--- config.mk ---
export PLATFORM = sky130hd
export DESIGN_NAME = alu_share_ctl
export DESIGN_NICKNAME = d
export VERILOG_FILES = /design/src/rtl/alu_share_ctl.sv
export SDC_FILE = /design/constraint.sdc
export NUM_CORES = 1
export LEC_CHECK = 0
export ABC_AREA = 1
export BUFFER_PORTS_ARGS = -buffer_cell sky130_fd_sc_hd__buf_4
export CELL_PAD_IN_SITES_DETAIL_PLACEMENT = 1
export CELL_PAD_IN_SITES_GLOBAL_PLACEMENT = 2
export CORE_MARGIN = 2
export CORE_UTILIZATION = 22
export CTS_CLUSTER_SIZE = 8
export DETAILED_ROUTE_END_ITERATION = 6
export PLACE_DENSITY_LB_ADDON = 0.1
export SKIP_LAST_GASP = 1
export SYNTH_ARGS = -nofsm -noshare
export SYNTH_HDL_FRONTEND = slang
export SYNTH_SLANG_ARGS = --single-unit
--- constraint.sdc ---
create_clock -name clk -period 2 [get_ports clk]
set_clock_uncertainty 0.1 [all_clocks]
set_input_delay 0.1 -clock clk [delete_from_list [all_inputs] [get_ports clk]]
set_output_delay 0.1 -clock clk [all_outputs]
set_load 0.01 [all_outputs]
--- src/rtl/alu_share_ctl.sv ---
// alu_share_ctl
// Shares one 16-bit integer/float ALU between two requesters.
// Round-robin grant in IDLE; the winner's op/operands are registered onto the
// ALU inputs and held for the op's latency. The result is captured and returned
// to the winner with a one-cycle response pulse.
//
// Ports:
//   clk, reset_n                 clock, synchronous active-low reset
//   req{0,1}_valid/op/x/y        request from each requester
//   req{0,1}_ready               valid-qualified grant, only in IDLE
//   alu_op, alu_x, alu_y         registered ALU inputs
//   alu_z                        combinational ALU result
//   rsp{0,1}_valid/z/err         one-cycle response to the owning requester
//   busy                         controller is not IDLE
module alu_share_ctl #(
    parameter int unsigned FLOAT_LAT = 3
) (
    input  logic        clk,
    input  logic        reset_n,
    input  logic        req0_valid,
    output logic        req0_ready,
    input  logic [3:0]  req0_op,
    input  logic [15:0] req0_x,
    input  logic [15:0] req0_y,
    input  logic        req1_valid,
    output logic        req1_ready,
    input  logic [3:0]  req1_op,
    input  logic [15:0] req1_x,
    input  logic [15:0] req1_y,
    output logic [3:0]  alu_op,
    output logic [15:0] alu_x,
    output logic [15:0] alu_y,
    input  logic [15:0] alu_z,
    output logic        rsp0_valid,
    output logic [15:0] rsp0_z,
    output logic        rsp0_err,
    output logic        rsp1_valid,
    output logic [15:0] rsp1_z,
    output logic        rsp1_err,
    output logic        busy
);

    typedef enum logic [1:0] {
        ST_IDLE = 2'd0,
        ST_EXEC = 2'd1,
        ST_DONE = 2'd2
    } state_t;

    // cnt counts remaining extra execute cycles, so a float op loads LAT-1.
    localparam logic [3:0] FLOAT_CNT = 4'(FLOAT_LAT - 32'd1);
    localparam logic [3:0] OP_DUP    = 4'b1000;

    // ld/st/jzsz/li occupy the top quarter of the opcode space.
    function automatic logic op_is_illegal(input logic [3:0] op);
        return (op[3:2] == 2'b11);
    endfunction

    function automatic logic op_is_float(input logic [3:0] op);
        logic f;
        case (op)
            4'b0001, 4'b0010, 4'b0011, 4'b1010, 4'b1011: f = 1'b1;
            default:                                     f = 1'b0;
        endcase
        return f;
    endfunction

    state_t      state_q, state_d;
    logic [3:0]  cnt_q, cnt_d;
    logic        owner_q, owner_d;
    logic        rr_q, rr_d;
    logic [3:0]  op_q, op_d;
    logic [15:0] x_q, x_d;
    logic [15:0] y_q, y_d;
    logic [15:0] z_q, z_d;
    logic        err_q, err_d;

    logic        gnt0_s, gnt1_s;
    logic [3:0]  sel_op_s;
    logic [15:0] sel_x_s, sel_y_s;

    // Next-state logic, grant selection and ready outputs.
    always_comb begin
        state_d    = state_q;
        cnt_d      = cnt_q;
        owner_d    = owner_q;
        rr_d       = rr_q;
        op_d       = op_q;
        x_d        = x_q;
        y_d        = y_q;
        z_d        = z_q;
        err_d      = err_q;
        req0_ready = 1'b0;
        req1_ready = 1'b0;

        // A lone valid requester wins; on a tie rr decides. Reset blocks grants.
        gnt0_s   = reset_n && req0_valid && (!req1_valid || !rr_q);
        gnt1_s   = reset_n && req1_valid && (!req0_valid ||  rr_q);
        sel_op_s = gnt1_s ? req1_op : req0_op;
        sel_x_s  = gnt1_s ? req1_x  : req0_x;
        sel_y_s  = gnt1_s ? req1_y  : req0_y;

        case (state_q)
            ST_IDLE: begin
                req0_ready = gnt0_s;
                req1_ready = gnt1_s;
                if (gnt0_s || gnt1_s) begin
                    owner_d = gnt1_s;
                    if (op_is_illegal(sel_op_s)) begin
                        // ALU inputs deliberately left untouched.
                        z_d     = 16'h0000;
                        err_d   = 1'b1;
                        state_d = ST_DONE;
                    end else begin
                        op_d    = sel_op_s;
                        x_d     = sel_x_s;
                        y_d     = sel_y_s;
                        cnt_d   = op_is_float(sel_op_s) ? FLOAT_CNT : 4'd0;
                        state_d = ST_EXEC;
                    end
                end else begin
                    state_d = ST_IDLE;
                end
            end
            ST_EXEC: begin
                if (cnt_q != 4'd0) begin
                    cnt_d = cnt_q - 4'd1;
                end else begin
                    z_d     = alu_z;
                    err_d   = 1'b0;
                    state_d = ST_DONE;
                end
            end
            ST_DONE: begin
                rr_d    = ~owner_q;
                state_d = ST_IDLE;
            end
            default: begin
                state_d = ST_IDLE;
            end
        endcase
    end

    // State and datapath registers with synchronous active-low reset.
    always_ff @(posedge clk) begin
        if (!reset_n) begin
            state_q <= ST_IDLE;
            cnt_q   <= 4'd0;
            owner_q <= 1'b0;
            rr_q    <= 1'b0;
            op_q    <= OP_DUP;
            x_q     <= 16'h0000;
            y_q     <= 16'h0000;
            z_q     <= 16'h0000;
            err_q   <= 1'b0;
        end else begin
            state_q <= state_d;
            cnt_q   <= cnt_d;
            owner_q <= owner_d;
            rr_q    <= rr_d;
            op_q    <= op_d;
            x_q     <= x_d;
            y_q     <= y_d;
            z_q     <= z_d;
            err_q   <= err_d;
        end
    end

    assign alu_op = op_q;
    assign alu_x  = x_q;
    assign alu_y  = y_q;
    assign busy   = (state_q != ST_IDLE);

    // Responses are decoded straight from registered state; non-owner sees 0.
    assign rsp0_valid = (state_q == ST_DONE) && !owner_q;
    assign rsp1_valid = (state_q == ST_DONE) &&  owner_q;
    assign rsp0_z     = rsp0_valid ? z_q : 16'h0000;
    assign rsp1_z     = rsp1_valid ? z_q : 16'h0000;
    assign rsp0_err   = rsp0_valid ? err_q : 1'b0;
    assign rsp1_err   = rsp1_valid ? err_q : 1'b0;

endmodule

Yosys cells after proc, flatten, opt, wreduce, memory -nomap -nowiden:

Index checks and enable logic that the tools add are counted.

* register bits: 61
* memory bits (writable): 0
* memories kept: 0
* memory bits (read-only): 0
* latch bits: 0

* reductions and logical operators: 22
* bitwise gates (word level): 2
* $lt $le $gt $ge: 0
* $mul: 0
* multiplexer cells: 30
* add/sub/neg operators: 1
* shift operators: 0
* div/mod/pow operators: 0
* eq/ne operators: 13

Operators by type and width (count)
* 16-bit 2-to-1 mux: 7
* 16-bit case mux with 2 select lines: 1
* 4-bit 2-to-1 mux: 4
* 1-bit 2-to-1 mux: 11
* 2-bit inequality test, second input constant: 5
* 4-bit by 2-bit == test with 1-bit output, second input constant: 2
* 4-bit == test, second input constant: 2
* 2-bit 2-to-1 mux: 4
* 4-bit case mux with 2 select lines: 1
* 4-bit AND reduction: 2
* 1-bit logical AND: 6
* 5-bit OR reduction: 1
* 2-bit == test, second input constant: 2
* 4-bit by 1-bit == test with 1-bit output, second input constant: 1
* 1-bit zero test: 4
* 2-bit case mux with 2 select lines: 1
* 2-bit nonzero test: 2
* 4-bit nonzero test: 1
* 4-bit by 1-bit subtractor with 4-bit output, second input constant: 1
* 1-bit logical OR: 3
* 3-bit AND reduction: 1
* 2-bit by 1-bit == test with 1-bit output, second input constant: 1
* 2-bit zero test: 1
* 1-bit NOT: 2
* other kinds (2): 2

Longest topological paths before layout:

Gate-level depths: netlist of run 1.

* depth after elaboration: 14
* depth in mapped cells: 11

Worst setup path after synthesis of run 1:

Ideal clock, no wire load.

* path type: reg-to-output
* start point: reg state_q[0]
* end point: out rsp1_z[10]
* path slack: 0.476 ns
* stages on the path, launching flop included: 7
* required time: 1.800 ns
* arrival time: 1.324 ns
* path buffers: 1
* cell sequence: dfxtp_1 > inv_1 > nand2_1 > nor2_1 > clkinv_1 > clkbuf_1 > nor2_1

* word-level cells in the longest chain between the ends: 3

Ends and longest elaborated chain
* start: declaration: line 67 `state_t state_q, state_d;`
* start signal: assignment: line 156 `state_q <= state_d;`
* 2-bit == test: line 175 `assign rsp1_valid = (state_q == ST_DONE) && owner_q;`
* 1-bit logical AND: line 175
* via rsp1_valid: line 37 `output logic rsp1_valid,`
* 16-bit 2-to-1 mux: line 177 `assign rsp1_z = rsp1_valid ? z_q : 16'h0000;`
* end: declaration: line 38 `output logic [15:0] rsp1_z,`

The timed path passes the listed nets, and every way through them passes these cells.

Final worst setup path of run 1:

* start point: reg rr_q
* end point: out req1_ready

* word-level cells in the longest chain between the ends: 3

Ends and longest elaborated chain
* start: declaration: line 70 `logic rr_q, rr_d;`
* start signal: assignment: line 159 `rr_q <= rr_d;`
* 1-bit logical OR: line 97 `gnt1_s = reset_n && req1_valid && (!req0_valid || rr_q);`
* 1-bit logical AND: line 97
* 1-bit 2-to-1 mux: line 102 `case (state_q)`
* end: declaration: line 26 `output logic req1_ready,`

Every way passes these cells.

==> results.sh, run 1 <==
export IMPL_grt_pass1_vias=3757
export IMPL_syn_nets=577
export IMPL_cts_resized=0
export IMPL_synth_top_family_by_area="simple AND/OR/NAND/NOR gates"
export IMPL_rows=43
export IMPL_vias=3736
export IMPL_design_core_area_sq_mm=0.0138
export IMPL_ant_nets=0
export IMPL_peakVddDrop_v=0.000434
export IMPL_fmax_ghz=0.557
export IMPL_grt_usage_pct=16.3
export IMPL_cp_max_fo=24
export IMPL_synth_main_ff_cell="dfxtp_1"
export IMPL_grt_pass1_wl_mm=18.9
export IMPL_die_w_microns=123
export IMPL_crit_start="rr_q$_SDFFE_PN0N_"
export IMPL_crit_type="flip-flop to output pin"
export IMPL_ys_warn_count=0
export IMPL_fin_nets=757
export IMPL_nFillCells=1742
export IMPL_final_util_pct=36.2
export IMPL_reg2reg_depth=9
export IMPL_synth_seq_cells=61
export IMPL_cts_clk_slew_worst_paths_ps=60
export IMPL_cts_made_buffers=9
export IMPL_hp_class="input port to flip-flop"
export IMPL_status="finished clean"
export IMPL_arrival_ps=1600
export IMPL_worst_pin_slew_ps=345
export IMPL_drt_iter0_markers=114
export IMPL_finalCritPeriodShare_pct=89.8
export IMPL_synthMuxAreaShare_pct=0
export IMPL_synth_simple_gate_area_share_pct=39.9
export IMPL_syn_to_final_growth_pct=61.8
export IMPL_clock_latency_ps=330
export IMPL_r2r_slack_ps=240
export IMPL_tns_ps=0
export IMPL_cts_max_path_buffers=2
export IMPL_die_area_sq_mm=0.0150
export IMPL_port_buffers=166
export IMPL_dp_hpwl_mm=8.84
export IMPL_start_util_pct=22.4
export IMPL_cp_num_cells=6
export IMPL_routed_wl_mm=12.3
export IMPL_gp_congestion=0.754
export IMPL_antennaDiodeCount=0
export IMPL_crit_buf_inv=3
export IMPL_yosys_area_top_type="dfxtp_1"
export IMPL_cts_sinks=61
export IMPL_reg2reg_to="alu_x[15]$_SDFFE_PN0P_"
export IMPL_crit_chain="inv_1 -> nand2_2 -> nand2_2 -> buf_4 -> nor2_1 -> buf_4"
export IMPL_timing_rr_start="rr_q$_SDFFE_PN0N_"
export IMPL_first_pass_iters=4
export IMPL_slowest_stage="dfxtp_1"
export IMPL_drc=0
export IMPL_syn_inst=483
export IMPL_end_kind="output pin"
export IMPL_finalHoldViolCount=0
export IMPL_leakagePower_uw=0.00233
export IMPL_relSlewSlack_pct=76.7
export IMPL_start_kind="flip-flop"
export IMPL_maxCapViolCount=0
export IMPL_finalSetupViolations=0
export IMPL_crit_family="buffers and inverters"
export IMPL_rsz0062_at_grt="false"
export IMPL_die_h_microns=123
export IMPL_postCtsSetupBuffers=0
export IMPL_vias_per_cell=4.41
export IMPL_seq_area_frac_synth_pct=39.5
export IMPL_synthAdderAreaFrac_pct=0.809
export IMPL_critPathMaxStageDelay_ps=340
export IMPL_synth_cell_type_count=27
export IMPL_avgSynthCellArea_sq_um=6.40
export IMPL_hold_slack_ps=46.3
export IMPL_antenna_found_initial=0
export IMPL_syn_area_sq_mm=0.00309
export IMPL_min_period_ps=1800
export IMPL_synth_compound_area_share_pct=10.7
export IMPL_grt_max_degree=41
export IMPL_synth_top_cell_area_share_pct=39.5
export IMPL_wl_per_cell_microns=14.5
export IMPL_crit_end="req1_ready"
export IMPL_drv_slew=0
export IMPL_required_ps=1800
export IMPL_drive_gt1_share_pct=31.3
export IMPL_overflow=0
export IMPL_cts_hold_buf=18
export IMPL_h_tree_depth=3
export IMPL_io_pins=167
export IMPL_cts_root_buf="clkbuf_16"
export IMPL_synth_edf_count=0
export IMPL_synth_area_top_cells="dfxtp_1 (39%), nand2_1 (19%), nand3_1 (12%), a21oi_1 (9.1%), nor2_1 (5.9%)"
export IMPL_synth_xor_area_share_pct=0.283
export IMPL_async_reset_ff_share_pct=0
export IMPL_cts_tree="done"
export IMPL_power_density_mw_per_mm2=708
[cells in the mapped netlist (2+ instances only)]
cell type / instances
dfxtp_1: 61
clkbuf_1: 13
a21oi_1: 56
o21ai_0: 3
buf_4: 3
clkinv_1: 2
nand2_4: 2
buf_2: 13
nand3_1: 76
inv_2: 2
nor2_1: 49
ha_1: 2
nand2_2: 4
nand2_1: 157
inv_1: 28
[kinds of logic after synthesis]
group | count (synthesis)
AOI/OAI and AO/OA | 64
and+or+nand+nor | 292
buffers and inverters | 63
DFF | 61
xor gates and xnor gates | 1
adders and majority gates | 2
[how the worst min path moves through the flow]
stage	start	to	cells past startpoint
after global routing	req0_y[10]	alu_y[10]$_SDFFE_PN0P_	5
after global placement	alu_z[9]	z_q[9]$_SDFFE_PN0P_	3
after detailed placement	alu_z[10]	z_q[10]$_SDFFE_PN0P_	3
final	req0_y[10]	alu_y[10]$_SDFFE_PN0P_	5
after floorplan	alu_z[10]	z_q[10]$_SDFFE_PN0P_	2
after CTS	req0_x[0]	alu_x[0]$_SDFFE_PN0P_	5
[cell usage in the layout (no fill, tap or decap), drive strengths merged, types with 2 or more instances in the layout]
cell type,Yosys,final
buf,17,181
nand2,163,163
nand3,76,76
dfxtp,61,61
a21oi,56,56
nor2,50,50
inv,30,30
dlygate4sd3,0,18
clkbuf,13,9
clkinv,3,7
o21ai,5,5
clkinvlp,0,3
ha,2,2
[cell type report]
cell class | instances | area (sq um) | area share [%]
clock buffer | 9 | 225 | 4.50
clock inverter | 7 | 42.5 | 0.851
timing repair buffer | 199 | 1560 | 31.3
multi-input combinational | 359 | 1600 | 31.9
inverter | 33 | 125 | 2.50
sequential | 61 | 1220 | 24.4
tap | 180 | 225 | 4.50
[layer usage]
metal | vias to the layer above | GRT usage [%] | part of all wire, %
met5 | - | 0 | 0
met4 | 0 | 4.89 | 1.6
met3 | 13 | 4.60 | 6.3
met2 | 111 | 28.3 | 48
met1 | 1703 | 19.4 | 44
li1 | 1909 | - | -
[state kept, by name (all words and copies together), names as in the netlist]
| register | count |
|---|---|
| alu_y | 16 |
| cnt_q | 4 |
| rr_q | 1 |
| err_q | 1 |
| z_q | 16 |
| alu_op | 4 |
| owner_q | 1 |
| state_q | 2 |
| alu_x | 16 |
[report_power, final]
part           leakage, uW  switching, uW  internal [uW]
Combinational      0.00170            424            361
Sequential        0.000497           46.7           1300
Clock             0.000127            581            828
[per-stage QoR]
| stage | setup WS (ps) | instances | cell area, sq um | power (uW) |
|---|---|---|---|---|
| 2_1_floorplan | 476 | 483 | 3090 | 1770 |
| 3_3_place_gp | 275 | 814 | 4550 | 2130 |
| 3_5_place_dp | 219 | 814 | 4550 | 2140 |
| 4_1_cts | 163 | 848 | 5000 | 3600 |
| 5_1_grt | 81.1 | 848 | 5000 | 3750 |
| 6_report | 203 | 848 | 5000 | 3540 |
[worst reg2reg max path: cells and delay by family, from the launching register on]
kind / cells / cell delay (ps)
DFF: 1 / 340
AOI/OAI and AO/OA: 1 / 180
and+or+nand+nor: 6 / 670
buffers and inverters: 2 / 410
Power figures use the tool's default switching activity.
==> run 2: changes to the inputs <==
--- a/config.mk
+++ b/config.mk
@@ -10,7 +10,7 @@
 export CELL_PAD_IN_SITES_DETAIL_PLACEMENT = 1
 export CELL_PAD_IN_SITES_GLOBAL_PLACEMENT = 2
 export CORE_MARGIN = 2
-export CORE_UTILIZATION = 22
+export CORE_UTILIZATION = 23
 export CTS_CLUSTER_SIZE = 8
 export DETAILED_ROUTE_END_ITERATION = 6
 export PLACE_DENSITY_LB_ADDON = 0.1
==> constraint.sdc (replaced) <==
create_clock -name clk -period 2.31 [get_ports clk]
set_clock_uncertainty 0.1 [all_clocks]
set_input_delay 0.1155 -clock clk [delete_from_list [all_inputs] [get_ports clk]]
set_output_delay 0.1155 -clock clk [all_outputs]
set_load 0.01 [all_outputs]
==> run 2 against run 1 <==
- cell count is 1.2% lower
- power is 15% lower
- largest power group is now sequential cells
- clock power is 18% lower
- largest cell class unchanged
- sequential share of layout area is 0.37 points higher
- wire length is 2.0% lower
- critical path depth is 5 higher
==> results.sh, run 2 (synthesis results as in run 1) <==
export IMPL_crit_chain="dlygate4sd3_1 -> buf_4 -> nand2_1 -> clkinv_2 -> nand2_2 -> nand2_1 -> nand2_2 -> nand2_4 -> buf_4 -> nand3_1 -> a21oi_1"
export IMPL_min_to="alu_y[4]$_SDFFE_PN0P_"
export IMPL_die_h_microns=120
export IMPL_cts_tree="done"
export IMPL_fmax_ghz=0.495
export IMPL_min_from="req0_y[4]"
export IMPL_drv_slew=0
export IMPL_tns_ps=0
export IMPL_finalSetupViolations=0
export IMPL_crit_type="input port to flip-flop"
export IMPL_relSlewSlack_pct=65.6
export IMPL_worst_pin_slew_ps=515
export IMPL_peakVddDrop_v=0.000371
export IMPL_rows=42
export IMPL_busiest_layer="met2"
export IMPL_cts_clk_slew_worst_paths_ps=50
export IMPL_cts_sinks=61
export IMPL_drive_gt1_share_pct=30.1
export IMPL_die_w_microns=120
export IMPL_overflow=0
export IMPL_antennaDiodeCount=0
export IMPL_ant_nets=0
export IMPL_routed_wl_mm=12.0
export IMPL_arrival_ps=2170
export IMPL_timing_rr_start="cnt_q[0]$_SDFFE_PN0P_"
export IMPL_wl_per_cell_microns=14.3
export IMPL_rsz0062_at_grt="false"
export IMPL_port_buffers=166
export IMPL_hold_slack_ps=77.2
export IMPL_slowest_stage="dlygate4sd3_1"
export IMPL_vias=3759
export IMPL_dp_hpwl_mm=8.77
export IMPL_hp_class="input port to flip-flop"
export IMPL_vias_per_cell=4.49
export IMPL_design_core_area_sq_mm=0.0132
export IMPL_io_pins=167
export IMPL_power_density_mw_per_mm2=608
export IMPL_clock_latency_ps=320
export IMPL_drt_iter0_markers=111
export IMPL_nFillCells=1684
export IMPL_grt_pass1_wl_mm=19.4
export IMPL_reg2reg_to="z_q[14]$_SDFFE_PN0P_"
export IMPL_use_met3_pct=3.80
export IMPL_use_met2_pct=30.1
export IMPL_cts_max_path_buffers=2
export IMPL_end_kind="flip-flop"
export IMPL_maxCapViolCount=0
export IMPL_min_path_cells=5
export IMPL_grtUsageMet1_pct=19.9
export IMPL_cts_made_buffers=9
export IMPL_finalHoldViolCount=0
export IMPL_antenna_found_initial=0
export IMPL_multi_input_area_sq_mm=0.00160
export IMPL_status="finished clean"
export IMPL_drc=0
export IMPL_gp_congestion=0.727
export IMPL_final_common_cell="buf_4"
export IMPL_grt_max_degree=35
export IMPL_cts_root_buf="clkbuf_16"
export IMPL_grt_usage_pct=16.9
export IMPL_min_period_ps=2020
export IMPL_layout_common_cells="buf_4 (175), nand2_1 (157), nand3_1 (76), dfxtp_1 (61), a21oi_1 (56)"
export IMPL_cp_max_fo=33
export IMPL_syn_to_final_growth_pct=59.4
export IMPL_r2r_slack_ps=440
export IMPL_h_tree_depth=3
export IMPL_fin_nets=751
export IMPL_start_kind="input port"
export IMPL_regArea_sq_mm=0.00122
export IMPL_leakagePower_uw=0.00230
export IMPL_reg2reg_depth=8
export IMPL_start_util_pct=23.4
export IMPL_die_area_sq_mm=0.0144
export IMPL_first_pass_iters=4
export IMPL_critPathMaxStageDelay_ps=540
export IMPL_grt_pass1_vias=3831
export IMPL_finalCritPeriodShare_pct=87.5
export IMPL_required_ps=2460
==> run 2: cell count changes in the layout (fill, tap and decap cells not counted), sizes merged <==
cell	before	now
clkinvlp	3	0
clkinv	7	5
dlygate4sd3	18	17
clkbuf	9	14
buf	181	176
==> run 2: final cells by class <==
class / instances / area share (%)
Tap cell: 176 / 4.47
Timing Repair Buffer: 193 / 30.5
Multi-Input combinational cell: 359 / 32.5
Clock buffer: 14 / 4.95
Inverter: 33 / 2.54
Clock inverter: 2 / 0.203
Sequential cell: 61 / 24.8
==> run 2: layer usage <==
metal,part of all wire (%),wire [microns]
met5,0,0
met4,1.3,156
met3,6.2,750
met2,49,5900
met1,43,5210
==> run 2: through the flow <==
step	setup slack, ps	power, uW	area (sq um)	instances	utilization (%)
3_5_place_dp	413	1840	4500	805	34.1
2_1_floorplan	770	1530	3090	483	-
4_1_cts	176	3050	4920	838	37.3
5_1_grt	45.8	3170	4930	838	37.4
3_3_place_gp	466	1830	4500	805	34.1
6_report	290	3000	4930	838	37.4
==> run 2: power breakdown <==
part           leakage (uW)  internal [uW]  total (uW)  switching (uW)
Sequential         0.000497           1130        1170            39.9
Clock              0.000125            723        1160             441
Combinational       0.00167            303         668             366
==> run 2: worst max path at each step <==
stage               depth (start not counted)               startpoint  slack, ps                endpoint
floorplan                                   6  state_q[0]$_SDFFE_PN0N_        770              rsp1_z[10]
global route                               11                  reset_n         50   alu_y[9]$_SDFFE_PN0P_
CTS                                        12                  reset_n        180   alu_x[6]$_SDFFE_PN0P_
detailed placement                         11                  reset_n        410  alu_x[12]$_SDFFE_PN0P_
global placement                           11                  reset_n        470   alu_x[2]$_SDFFE_PN0P_
finish                                     11                  reset_n        290   alu_y[9]$_SDFFE_PN0P_
==> run 2: worst max-delay path: cells and delay by family <==
kind / cells / cell delay [ps]
AOI/OAI and AO/OA: 1 / 160
and+or+nand+nor: 6 / 740
buffers and inverters: 4 / 1140
==> run 2: what timing repair did <==
| action | CTS | global route |
|---|---|---|
| gates resized for setup | 0 | 1 |
| hold endpoints to repair | 20 | 0 |
| setup buffers | 0 | 0 |
| setup endpoints to repair | 0 | 1 |
| hold buffers | 17 | 0 |
==> run 3: changes to the inputs <==
--- a/config.mk
+++ b/config.mk
@@ -13,7 +13,7 @@
 export CORE_UTILIZATION = 23
 export CTS_CLUSTER_SIZE = 8
 export DETAILED_ROUTE_END_ITERATION = 6
-export PLACE_DENSITY_LB_ADDON = 0.1
+export PLACE_DENSITY = 0.95
 export SKIP_LAST_GASP = 1
 export SYNTH_ARGS = -nofsm -noshare
 export SYNTH_HDL_FRONTEND = slang
==> constraint.sdc (replaced) <==
create_clock -name clk -period 2.6 [get_ports clk]
set_clock_uncertainty 0.1 [all_clocks]
set_input_delay 0.13 -clock clk [delete_from_list [all_inputs] [get_ports clk]]
set_output_delay 0.13 -clock clk [all_outputs]
set_load 0.01 [all_outputs]
==> run 3 against run 2 <==
- largest cell class unchanged
- power fell by 9.7%
- worst setup slack worse by 33 ps
- worst hold slack gained 20 ps
- die area is the same
- critical endpoint is now alu_x[14]$_SDFFE_PN0P_
==> results.sh, run 3 (synthesis results as in run 1) <==
export IMPL_status="finished clean"
export IMPL_end_kind="flip-flop"
export IMPL_drv_slew=0
export IMPL_timing_rr_start="rr_q$_SDFFE_PN0N_"
export IMPL_cts_sinks=61
export IMPL_clock_latency_ps=320
export IMPL_maxCapViolCount=0
export IMPL_slowest_stage="dlygate4sd3_1"
export IMPL_rows=42
export IMPL_required_ps=2740
export IMPL_layout_common_cells="buf_4 (171), nand2_1 (157), nand3_1 (76), dfxtp_1 (61), a21oi_1 (56)"
export IMPL_ant_nets=0
export IMPL_design_core_area_sq_mm=0.0132
export IMPL_postCtsSetupBuffers=0
export IMPL_power_density_mw_per_mm2=550
export IMPL_peakVddDrop_v=0.000302
export IMPL_h_tree_depth=3
export IMPL_min_path_cells=5
export IMPL_pwr_share_seq_pct=38.3
export IMPL_grt_max_degree=55
export IMPL_io_pins=167
export IMPL_arrival_ps=2480
export IMPL_fin_nets=747
export IMPL_antennaDiodeCount=0
export IMPL_crit_chain="dlygate4sd3_1 -> buf_4 -> nand2_1 -> clkinv_2 -> nand2_4 -> nand2_1 -> nand2_2 -> nand2_4 -> nand2_2 -> buf_12 -> nand2_1 -> a21oi_1"
export IMPL_r2r_slack_ps=430
export IMPL_hp_class="input port to flip-flop"
export IMPL_swShare_pct=29.4
export IMPL_cts_tree="done"
export IMPL_tns_ps=0
export IMPL_finalSetupViolations=0
export IMPL_grt_usage_pct=16.1
export IMPL_dpl_cell_area_sq_mm=0.00447
export IMPL_wl_per_cell_microns=14.0
export IMPL_design_area_sq_mm=0.00492
export IMPL_first_pass_iters=4
export IMPL_die_h_microns=120
export IMPL_die_area_sq_mm=0.0144
export IMPL_cts_clk_slew_worst_paths_ps=60
export IMPL_die_w_microns=120
export IMPL_crit_family="buffers and inverters"
export IMPL_p_clk_share_pct=40.0
export IMPL_cts_made_buffers=9
export IMPL_cp_max_fo=25
export IMPL_vias_per_cell=4.50
export IMPL_reg2reg_to="alu_x[14]$_SDFFE_PN0P_"
export IMPL_switchingPower_uw=795
export IMPL_drt_iter0_markers=92
export IMPL_crit_type="input port to flip-flop"
export IMPL_port_buffers=166
export IMPL_crit_buf_inv=4
export IMPL_combPwrFrac_pct=21.7
export IMPL_start_kind="input port"
export IMPL_finalCritPeriodShare_pct=90.1
export IMPL_reg2reg_depth=10
export IMPL_vias=3752
export IMPL_relSlewSlack_pct=36.9
export IMPL_nFillCells=1700
export IMPL_min_from="req0_x[1]"
export IMPL_dp_hpwl_mm=8.89
export IMPL_min_to="alu_x[1]$_SDFFE_PN0P_"
export IMPL_gp_congestion=0.805
export IMPL_rsz0062_at_grt="false"
export IMPL_routed_wl_mm=11.6
export IMPL_finalHoldViolCount=0
export IMPL_start_util_pct=23.4
export IMPL_leakagePower_uw=0.00229
export IMPL_drc=0
export IMPL_antenna_found_initial=0
export IMPL_worst_pin_slew_ps=946
export IMPL_cts_root_buf="clkbuf_16"
export IMPL_critPathMostFrequentCell="nand2_1"
export IMPL_drive_gt1_share_pct=30.4
export IMPL_grt_pass1_vias=3989
export IMPL_cts_max_path_buffers=2
export IMPL_min_period_ps=2340
export IMPL_critPathMaxStageDelay_ps=550
export IMPL_final_common_cell="buf_4"
export IMPL_overflow=0
export IMPL_fmax_ghz=0.427
export IMPL_grt_pass1_wl_mm=18.9
export IMPL_internal_power_uw=1910
export IMPL_syn_to_final_growth_pct=59.1
## run 3: cell count changes in the layout (fill, tap and decap cells not counted)
cell / delta
clkbuf_1: -5
buf_4: -4
clkinv_4: +2
clkinvlp_4: +2
inv_6: +1
## run 3: worst max path at each step
stage | endpoint | slack, ps | from | depth (start not counted)
finish | alu_x[14]$_SDFFE_PN0P_ | 260 | reset_n | 12
global route | alu_y[0]$_SDFFE_PN0P_ | 10 | reset_n | 12
CTS | alu_x[15]$_SDFFE_PN0P_ | 100 | reset_n | 12
detailed placement | alu_y[15]$_SDFFE_PN0P_ | 280 | rr_q$_SDFFE_PN0N_ | 10
global placement | alu_y[1]$_SDFFE_PN0P_ | 460 | rr_q$_SDFFE_PN0N_ | 10
floorplan | rsp1_z[10] | 1050 | state_q[0]$_SDFFE_PN0N_ | 6
## run 3: what timing repair did
item                                   in CTS  in global routing
setup endpoints to repair                   0                 25
endpoints found under the hold margin      17                  0
hold buffers                               17                  0
gates resized for setup                     0                  1
## run 3: routing by layer
layer | track usage (%) | vias up | wire, microns
li1 | - | 1882 | -
met3 | 4.42 | 14 | 613
met4 | 3.97 | 0 | 191
met2 | 30.0 | 105 | 5970
met1 | 18.1 | 1751 | 4870
met5 | 0 | - | 0
## run 3: final cells by class
cell class                      instances  area [sq um]  area share, %
Sequential cell                        61          1220           24.8
Inverter                               33           125           2.54
Timing Repair Buffer                  189          1470           30.0
Clock inverter                          7          51.3           1.04
Multi-Input combinational cell        359          1600           32.6
Tap cell                              176           220           4.48
Clock buffer                            9           225           4.58
## run 3: per-stage QoR
stage                     util [%]  power [uW]  hold slack (ps)  instances  setup slack [ps]
after floorplan                  -        1360              178        483              1050
after global placement        33.9        1610              299        801               459
after detailed placement      33.9        1630              305        801               283
after CTS                     37.3        2750             88.2        834               104
after global routing          37.3        2870              114        834              12.2
final                         37.3        2710             96.7        834               256
## run 3: worst register-to-register path: cells and delay by family (launching register included)
kind                   cells  cell delay, ps
DFF                        1             330
buffers and inverters      2             300
AOI/OAI and AO/OA          1              60
and+or+nand+nor            7            1220
## run 3: power by group through the flow
| stage | clock network, uW | logic [uW] | registers [uW] |
|---|---|---|---|
| floorplan | 0 | 295 | 1060 |
| finish | 1080 | 588 | 1040 |
| CTS | 1120 | 598 | 1040 |
| global route | 1170 | 656 | 1040 |
| global placement | 0 | 557 | 1050 |
| detailed placement | 0 | 574 | 1050 |
